<file path="config.mk">
export PLATFORM = sky130hd
export DESIGN_NAME = serial_subtractor_flat
export DESIGN_NICKNAME = d
export VERILOG_FILES = /design/src/rtl/serial_subtractor_pkg.sv /design/src/rtl/serial_subtractor_if.sv /design/src/rtl/serial_subtractor_full_subtractor.sv /design/src/rtl/serial_subtractor.sv /design/src/flat_wrapper.sv
export SDC_FILE = /design/constraint.sdc
export NUM_CORES = 1
export LEC_CHECK = 0
export ABC_AREA = 0
export CORE_ASPECT_RATIO = 1.1
export CORE_MARGIN = 5
export CORE_UTILIZATION = 25
export DETAILED_ROUTE_END_ITERATION = 8
export GPL_TIMING_DRIVEN = 0
export HOLD_SLACK_MARGIN = 0.06
export PLACE_DENSITY = 0.49
export SYNTH_ARGS = -nofsm -noshare
export SYNTH_HDL_FRONTEND = slang
export SYNTH_HIERARCHICAL = 1
export SYNTH_SLANG_ARGS = --single-unit
</file>
<file path="constraint.sdc">
create_clock -name clk -period 1.69 [get_ports clk]
set_input_delay 0.338 -clock clk [delete_from_list [all_inputs] [get_ports clk]]
set_output_delay 0.338 -clock clk [all_outputs]
set_load 0.02 [all_outputs]
</file>
<file path="src/rtl/serial_subtractor_pkg.sv">
// Shared definitions for the bit-serial subtractor: FSM state encoding and
// the bit-counter width helper.
package serial_subtractor_pkg;

  localparam logic [1:0] ST_IDLE  = 2'd0;
  localparam logic [1:0] ST_SHIFT = 2'd1;
  localparam logic [1:0] ST_DONE  = 2'd2;

  function automatic int cnt_w(input int width);
    return (width < 2) ? 1 : $clog2(width);
  endfunction

endpackage

</file>
<file path="src/rtl/serial_subtractor_if.sv">
// Request/result bundle of the bit-serial subtractor.
// Port ovf exists only when SERIAL_SUB_OVF_EN is defined.
interface serial_subtractor_if #(parameter int WIDTH = 8);

  logic             start;
  logic [WIDTH-1:0] a;
  logic [WIDTH-1:0] b;
  logic             bin;
  logic             busy;
  logic             done;
  logic [WIDTH-1:0] diff;
  logic             bout;
`ifdef SERIAL_SUB_OVF_EN
  logic             ovf;
`endif

  modport master (
    output start, a, b, bin,
    input  busy, done, diff, bout
`ifdef SERIAL_SUB_OVF_EN
    , input ovf
`endif
  );

  modport slave (
    input  start, a, b, bin,
    output busy, done, diff, bout
`ifdef SERIAL_SUB_OVF_EN
    , output ovf
`endif
  );

endinterface

</file>
<file path="src/rtl/serial_subtractor_full_subtractor.sv">
// Single-bit full subtractor cell: d = x - y - bi, bo = borrow out.
module full_subtractor (
  output logic d,
  output logic bo,
  input  logic x,
  input  logic y,
  input  logic bi
);

  assign d  = x ^ y ^ bi;
  assign bo = (~x & y) | (~(x ^ y) & bi);

endmodule

</file>
<file path="src/rtl/serial_subtractor.sv">
// Bit-serial WIDTH-bit subtractor, diff = a - b - bin, LSB first, one bit per clock.
// Optional signed-overflow flag enabled by SERIAL_SUB_OVF_EN.
//
// state    | meaning
// ST_IDLE  | waiting for start
// ST_SHIFT | one result bit per edge through the full-subtractor cell
// ST_DONE  | diff/bout valid (done=1); start here chains the next operation
module serial_subtractor
  import serial_subtractor_pkg::*;
#(
  parameter int WIDTH = 8
) (
  input  logic                 clk,
  input  logic                 rst_n,
  serial_subtractor_if.slave   bus
);

  localparam int            CW       = cnt_w(WIDTH);
  localparam logic [CW-1:0] CNT_LAST = CW'(WIDTH - 1);

  logic [1:0]       state;
  logic [WIDTH-1:0] a_sh;
  logic [WIDTH-1:0] b_sh;
  logic [WIDTH-2:0] r_sh;
  logic [WIDTH-1:0] r_full;
  logic             brw;
  logic [CW-1:0]    cnt;
  logic [WIDTH-1:0] diff_q;
  logic             bout_q;
  logic             d;
  logic             bo;
  logic             accept;
  logic             last;

  full_subtractor u_cell (
    .d  (d),
    .bo (bo),
    .x  (a_sh[0]),
    .y  (b_sh[0]),
    .bi (brw)
  );

  assign accept = bus.start && ((state == ST_IDLE) || (state == ST_DONE));
  assign last   = (state == ST_SHIFT) && (cnt == CNT_LAST);
  // r_sh keeps only the WIDTH-1 bits already produced; the current bit completes the word
  assign r_full = {d, r_sh};

  always_ff @(posedge clk or negedge rst_n) begin
    if (!rst_n) begin
      state <= ST_IDLE;
    end else begin
      case (state)
        ST_IDLE:  if (bus.start) state <= ST_SHIFT;
        ST_SHIFT: if (last) state <= ST_DONE;
        ST_DONE:  state <= bus.start ? ST_SHIFT : ST_IDLE;
        default:  state <= ST_IDLE;
      endcase
    end
  end

  always_ff @(posedge clk or negedge rst_n) begin
    if (!rst_n) begin
      a_sh   <= '0;
      b_sh   <= '0;
      r_sh   <= '0;
      brw    <= 1'b0;
      cnt    <= '0;
      diff_q <= '0;
      bout_q <= 1'b0;
    end else if (accept) begin
      a_sh <= bus.a;
      b_sh <= bus.b;
      brw  <= bus.bin;
      cnt  <= '0;
    end else if (state == ST_SHIFT) begin
      a_sh <= a_sh >> 1;
      b_sh <= b_sh >> 1;
      r_sh <= r_full[WIDTH-1:1];
      brw  <= bo;
      cnt  <= cnt + 1'b1;
      if (last) begin
        diff_q <= r_full;
        bout_q <= bo;
      end
    end
  end

  assign bus.busy = (state == ST_SHIFT);
  assign bus.done = (state == ST_DONE);
  assign bus.diff = diff_q;
  assign bus.bout = bout_q;

`ifdef SERIAL_SUB_OVF_EN
  logic a_msb;
  logic b_msb;
  logic ovf_q;

  // Operand sign bits are shifted out during SHIFT, so keep them for the overflow test
  always_ff @(posedge clk or negedge rst_n) begin
    if (!rst_n) begin
      a_msb <= 1'b0;
      b_msb <= 1'b0;
      ovf_q <= 1'b0;
    end else if (accept) begin
      a_msb <= bus.a[WIDTH-1];
      b_msb <= bus.b[WIDTH-1];
    end else if (last) begin
      ovf_q <= (a_msb != b_msb) && (d != a_msb);
    end
  end

  assign bus.ovf = ovf_q;
`endif

endmodule

</file>
<file path="src/flat_wrapper.sv">
// flat-port wrapper written by rule: the top's interface ports become plain ports
module serial_subtractor_flat import serial_subtractor_pkg::*;
#(
  parameter int WIDTH = 8
)
  (clk, rst_n, bus_start, bus_a, bus_b, bus_bin, bus_busy, bus_done, bus_diff, bus_bout);
  serial_subtractor_if #(.WIDTH(WIDTH)) bus_i ();
  input  logic clk;
  input  logic rst_n;
  input wire logic [$bits(bus_i.start)-1:0] bus_start;
  input wire logic [$bits(bus_i.a)-1:0] bus_a;
  input wire logic [$bits(bus_i.b)-1:0] bus_b;
  input wire logic [$bits(bus_i.bin)-1:0] bus_bin;
  output wire logic [$bits(bus_i.busy)-1:0] bus_busy;
  output wire logic [$bits(bus_i.done)-1:0] bus_done;
  output wire logic [$bits(bus_i.diff)-1:0] bus_diff;
  output wire logic [$bits(bus_i.bout)-1:0] bus_bout;
  assign bus_i.start = bus_start;
  assign bus_i.a = bus_a;
  assign bus_i.b = bus_b;
  assign bus_i.bin = bus_bin;
  assign bus_busy = bus_i.busy;
  assign bus_done = bus_i.done;
  assign bus_diff = bus_i.diff;
  assign bus_bout = bus_i.bout;
  serial_subtractor #(.WIDTH(WIDTH)) u_core (.clk(clk), .rst_n(rst_n), .bus(bus_i));
endmodule
</file>
== Word level (Yosys, flattened, before mapping) ==
Cells that the tools add are included.
Widths: inputs -> output; s select.
Storage, ports and cells
  bits of input ports: 20
  output and inout port bits: 11
  register bits: 38
  logic and storage cells: 42
Operators by class
  reduce and logical (&&, ||, !) cells: 8
  multiplexer cells: 12
  eq/ne operators: 5
  add/subtract/negate cells: 1
  bitwise gates (word level): 8
Operators by type and width (count)
  $mux 8: 4
  $mux 3: 2
  $pmux 2 s3: 1
  $mux 2: 2
  $reduce_and 2->1: 2
  $add 3x1->3 const B: 1
  $eq 3x3->1 const B: 1
  $mux 1: 3
  $not 1->1: 3
  $reduce_and 3->1: 1
  $and 1x1->1: 2
  $eq 2x1->1 const B: 1
  $eq 2x2->1 const B: 1
  $logic_and 1x1->1: 2
  $logic_not 2->1: 1
  $ne 2x1->1 const B: 1
  $ne 2x2->1 const B: 1
  $reduce_bool 2->1: 1
  $xor 1x1->1: 2
  $logic_or 1x1->1: 1
  $or 1x1->1: 1

== Longest topological paths before layout ==
  depth after elaboration: 6
  mapped depth: 5
  mapped depth without buffers: 5

== Hierarchy ==
The synthesis kept the hierarchy.
Modules (own cells, without submodules)
  serial_subtractor: instances 1, area each 1863.0 µm², cells each 131
  full_subtractor: instances 1, area each 31.3 µm², cells each 4

== Worst setup path after synthesis ==
OpenSTA, ideal clock, no wires.
  path type: reg-to-reg
  start: register u_core.cnt[0]
  end: register u_core.bout_q, in the netlist u_core/bus.bout
  stages on the path, launching flop included: 6
  slack: 260 ps
  buffers on the path: 1
  required time: 1565 ps
  data arrival time: 1305 ps
  cells stage by stage: dfrtp_1 > ha_1 > ha_1 > nand3b_1 > buf_6 > mux2_4
Between the ends
  longest elaborated chain between the ends: 3
RTL lines
  start: declaration: line serial_subtractor.sv:27  | logic [CW-1:0] cnt;
  start signal: assignment: line serial_subtractor.sv:80  | cnt <= cnt + 1'b1;
  $eq 3x3->1: line serial_subtractor.sv:44  | assign last = (state == ST_SHIFT) && (cnt == CNT_LAST);
  $logic_and 1x1->1: line serial_subtractor.sv:44
  $reduce_and 3->1 (no line)
  end signal: assignment: line serial_subtractor.sv:83  | bout_q <= bo;
  end: declaration: line serial_subtractor.sv:29  | logic bout_q;
No other way between the ends.
A chain may end at the register's enable or synchronous reset.

== Worst setup path in the final report ==
  start: register u_core.state[1]
  end: output bus_done
Between the ends
  longest elaborated chain between the ends: 1
RTL lines
  start: declaration: line serial_subtractor.sv:21  | logic [1:0] state;
  start signal: assignment: line serial_subtractor.sv:55  | ST_DONE: state <= bus.start ? ST_SHIFT : ST_IDLE;
  $eq 2x2->1: line serial_subtractor.sv:89  | assign bus.done = (state == ST_DONE);
  end: declaration: line flat_wrapper.sv:15  | output wire logic [$bits(bus_i.done)-1:0] bus_done;
No other way between the ends.

==> metrics.yaml <==
die:
  die_area_um2: 9420
  die_w_um: 93.0
  core_area_um2: 7430
  io_pins: 31
  die_height_um: 101
  initial_core_util: 0.255
  rows: 33
critical_path:
  critPathLaunchType: "register"
  worstSetupPathType: "register to primary output"
  endpoint: "bus_done"
  worstPathRequired_ps: 1350
  r2r_start: "u_core/cnt[0]"
  max_stage_delay_ps: 440
  arrival_ps: 1270
  crit_start: "u_core/state[1]"
  r2r_cells: 5
  r2r_end: "u_core/bus.diff[0]"
  worst-path-max-fanout: 10
  crit_slowest_cell: "dfrtp_2"
  worstPathCellList: "buf_8 -> buf_12 -> nor2b_1 -> buf_2"
  cp-end-kind: "primary output"
  r2r_slack_ps: 150
clocking:
  clockBufferDepth: 2
  insertion_delay_ps: 290
  cts_tree: "yes"
  cts_buffers: 5
  clockRootBuffer: "clkbuf_8"
  h-tree-depth: 2
  cts_sinks: 38
  clk_pin_slew_ps: 70
  cts_hold_buf: 0
global_routing:
  grt_max_degree: 39
  antenna_found_initial: 0
  grt_pass1_vias: 1290
  grt_pass1_wl_um: 6250
  overflow: 0
  grt_usage: 0.0853
sta:
  hold_viol: 0
  hold-worst-slack_ps: 169
  clock.fmax_ghz: 0.621
  rsz0062_at_grt: "no"
  final.setup_skew_ps: 8.42
  relSlewSlack: 0.416
  final_max_slew_viol_count: 0
  setup_violations: 0
  worst_slew_pin_slew_ps: 876
  fin_crit_sh: 0.954
  finalCriticalPeriod_ps: 1610
cells_and_area:
  antennaDiodeCount: 0
  fin_nets: 197
  syn_to_final_growth_pct: 26.0
  n_fill_cell: 760
  fin_util: 0.321
  layout-drive-gt1-share: 0.224
route:
  finalWirelength_um: 3710
  wl_per_cell_um: 14.2
  firstDrtPassIters: 4
  drc: 0
  vias: 1170
  vias_per_cell: 4.48
  initialDrtViolationCount: 24
  drt.antenna.violating_nets: 0
power:
  power_w: 0.00399
  power_density_nw_per_um2: 1670
  ir_drop_v: 0.000391
  p_leak_nw: 1.13
place:
  dpl.hpwl_um: 2570
  globalplace.congestion: 0.682
  port_buffers: 29
logic_synthesis:
  ys_seq_elements: 38
  yosys.cell_types.count: 22
  yosys_warnings: 6
  syn_area_um2: 1890
  synth_nets: 158
  syn_inst: 135
  yosysSeqAreaShare: 0.502
  syn_avg_cell_area_um2: 14.0
flow_run:
  drv_cap: 0
min_path:
  hold_path_class: "input pin to asynchronous set/reset pin"
status:
  outcome: "complete, no violations"
[cell usage after synthesis]
library cell | number | area share
a21o_1 | 1 | 0.0040
a22o_1 | 2 | 0.0092
buf_12 | 1 | 0.011
buf_2 | 4 | 0.011
buf_4 | 2 | 0.0079
buf_6 | 2 | 0.012
dfrtp_1 | 38 | 0.50
fa_1 | 1 | 0.011
ha_1 | 2 | 0.013
inv_1 | 6 | 0.012
mux2_2 | 9 | 0.054
mux2_4 | 9 | 0.071
mux2i_1 | 47 | 0.25
nand2b_1 | 1 | 0.0033
nand3_1 | 2 | 0.0053
nand3b_1 | 1 | 0.0040
nor2_1 | 1 | 0.0020
nor2b_1 | 1 | 0.0033
nor3b_1 | 1 | 0.0040
o21ai_0 | 2 | 0.0053
o22ai_1 | 1 | 0.0033
xnor2_1 | 1 | 0.0046
[layout make-up]
class | count | area, um^2 | share of cell area
flip-flops and latches | 38 | 952 | 0.399
inverters | 6 | 22.5 | 0.00944
repair buffers | 32 | 298 | 0.125
clock buffers | 7 | 76.3 | 0.0320
multi-input cells | 82 | 843 | 0.353
plain buffers | 9 | 85.1 | 0.0357
well taps | 87 | 109 | 0.0456
[worst max-delay path, delay by kind of cell, from the launching register on]
family / cells / cell delay, ps
buffers and inverters: 3 / 410
flip-flops: 1 / 440
AND/OR/NAND/NOR: 1 / 130
[what timing repair did]
action,in CTS,in global routing
buffers inserted,3,0
endpoints found under the setup margin,2,2
gates resized for setup,9,2
endpoints found under the hold margin,0,0
[kinds of logic (layout without fill, tap and decap cells)]
kind of cell    after synthesis  count (layout)  share of synthesized area
compound gates                6               6                     0.0218
buf+inv                      15              54                     0.0528
flops                        38              38                      0.502
fa+ha+maj                     3               3                     0.0238
mux                          65              65                      0.373
simple gates                  7               7                     0.0218
xor+xnor                      1               1                    0.00462
[sequential cells by signal, summed over array words and instances, names as in the netlist]
name	flops
u_core/state	2
u_core/bus.diff	8
u_core/brw	1
u_core/r_sh	7
u_core/cnt	3
u_core/b_sh	8
u_core/bus.bout	1
u_core/a_sh	8
[worst min path at each step]
stage	from	end	slack, ps	cells past startpoint
final	rst_n	u_core/bus.diff[0]	170	1
after global routing	rst_n	u_core/bus.diff[1]	250	1
after CTS	rst_n	u_core/bus.diff[0]	200	1
after detailed placement	u_core/bus.diff[1]	u_core/bus.diff[1]	500	1
after global placement	u_core/r_sh[0]	u_core/bus.diff[0]	490	1
after floorplan	rst_n	u_core/a_sh[0]	40	0
[through the flow]
step	instance area (um^2)	setup slack, ps	setup TNS [ps]	std cells
2_1_floorplan	1890	260	0	135
6_report	2390	78.5	0	261
3_5_place_dp	2290	-190	-238	251
5_1_grt	2390	2.51	0	261
3_3_place_gp	2290	-643	-24610	251
4_1_cts	2380	42.4	0	261
[layer usage]
metal,track usage,part of all wire
met5,0,0
met4,0.0372,0.013
met3,0.0267,0.054
met2,0.136,0.47
met1,0.107,0.46
[layout by cell type, fill, tap and decap left out]
cell and instances:
mux2i_1 47, dfrtp_1 37, clkdlybuf4s50_1 26, mux2_4 9
mux2_2 9, buf_2 7, inv_1 6, clkbuf_8 5
buf_4 4, clkbuf_1 2, buf_6 2, nand3_1 2
o21ai_0 2, a22o_1 2, ha_1 2, buf_8 1
buf_12 1, nor2b_1 1, nand2b_1 1, nand3b_1 1
o22ai_1 1, nor2_1 1, xnor2_1 1, nor3b_1 1
a21o_1 1, dfrtp_2 1, fa_1 1
[power breakdown]
part           switching, W  total [W]  internal (W)  leakage (nW)
logic              0.000750    0.00177       0.00102         0.624
clock network      0.000301   0.000585      0.000284        0.0383
registers          0.000293    0.00163       0.00134         0.463
Note: power is estimated with default switching activity, not from simulation.
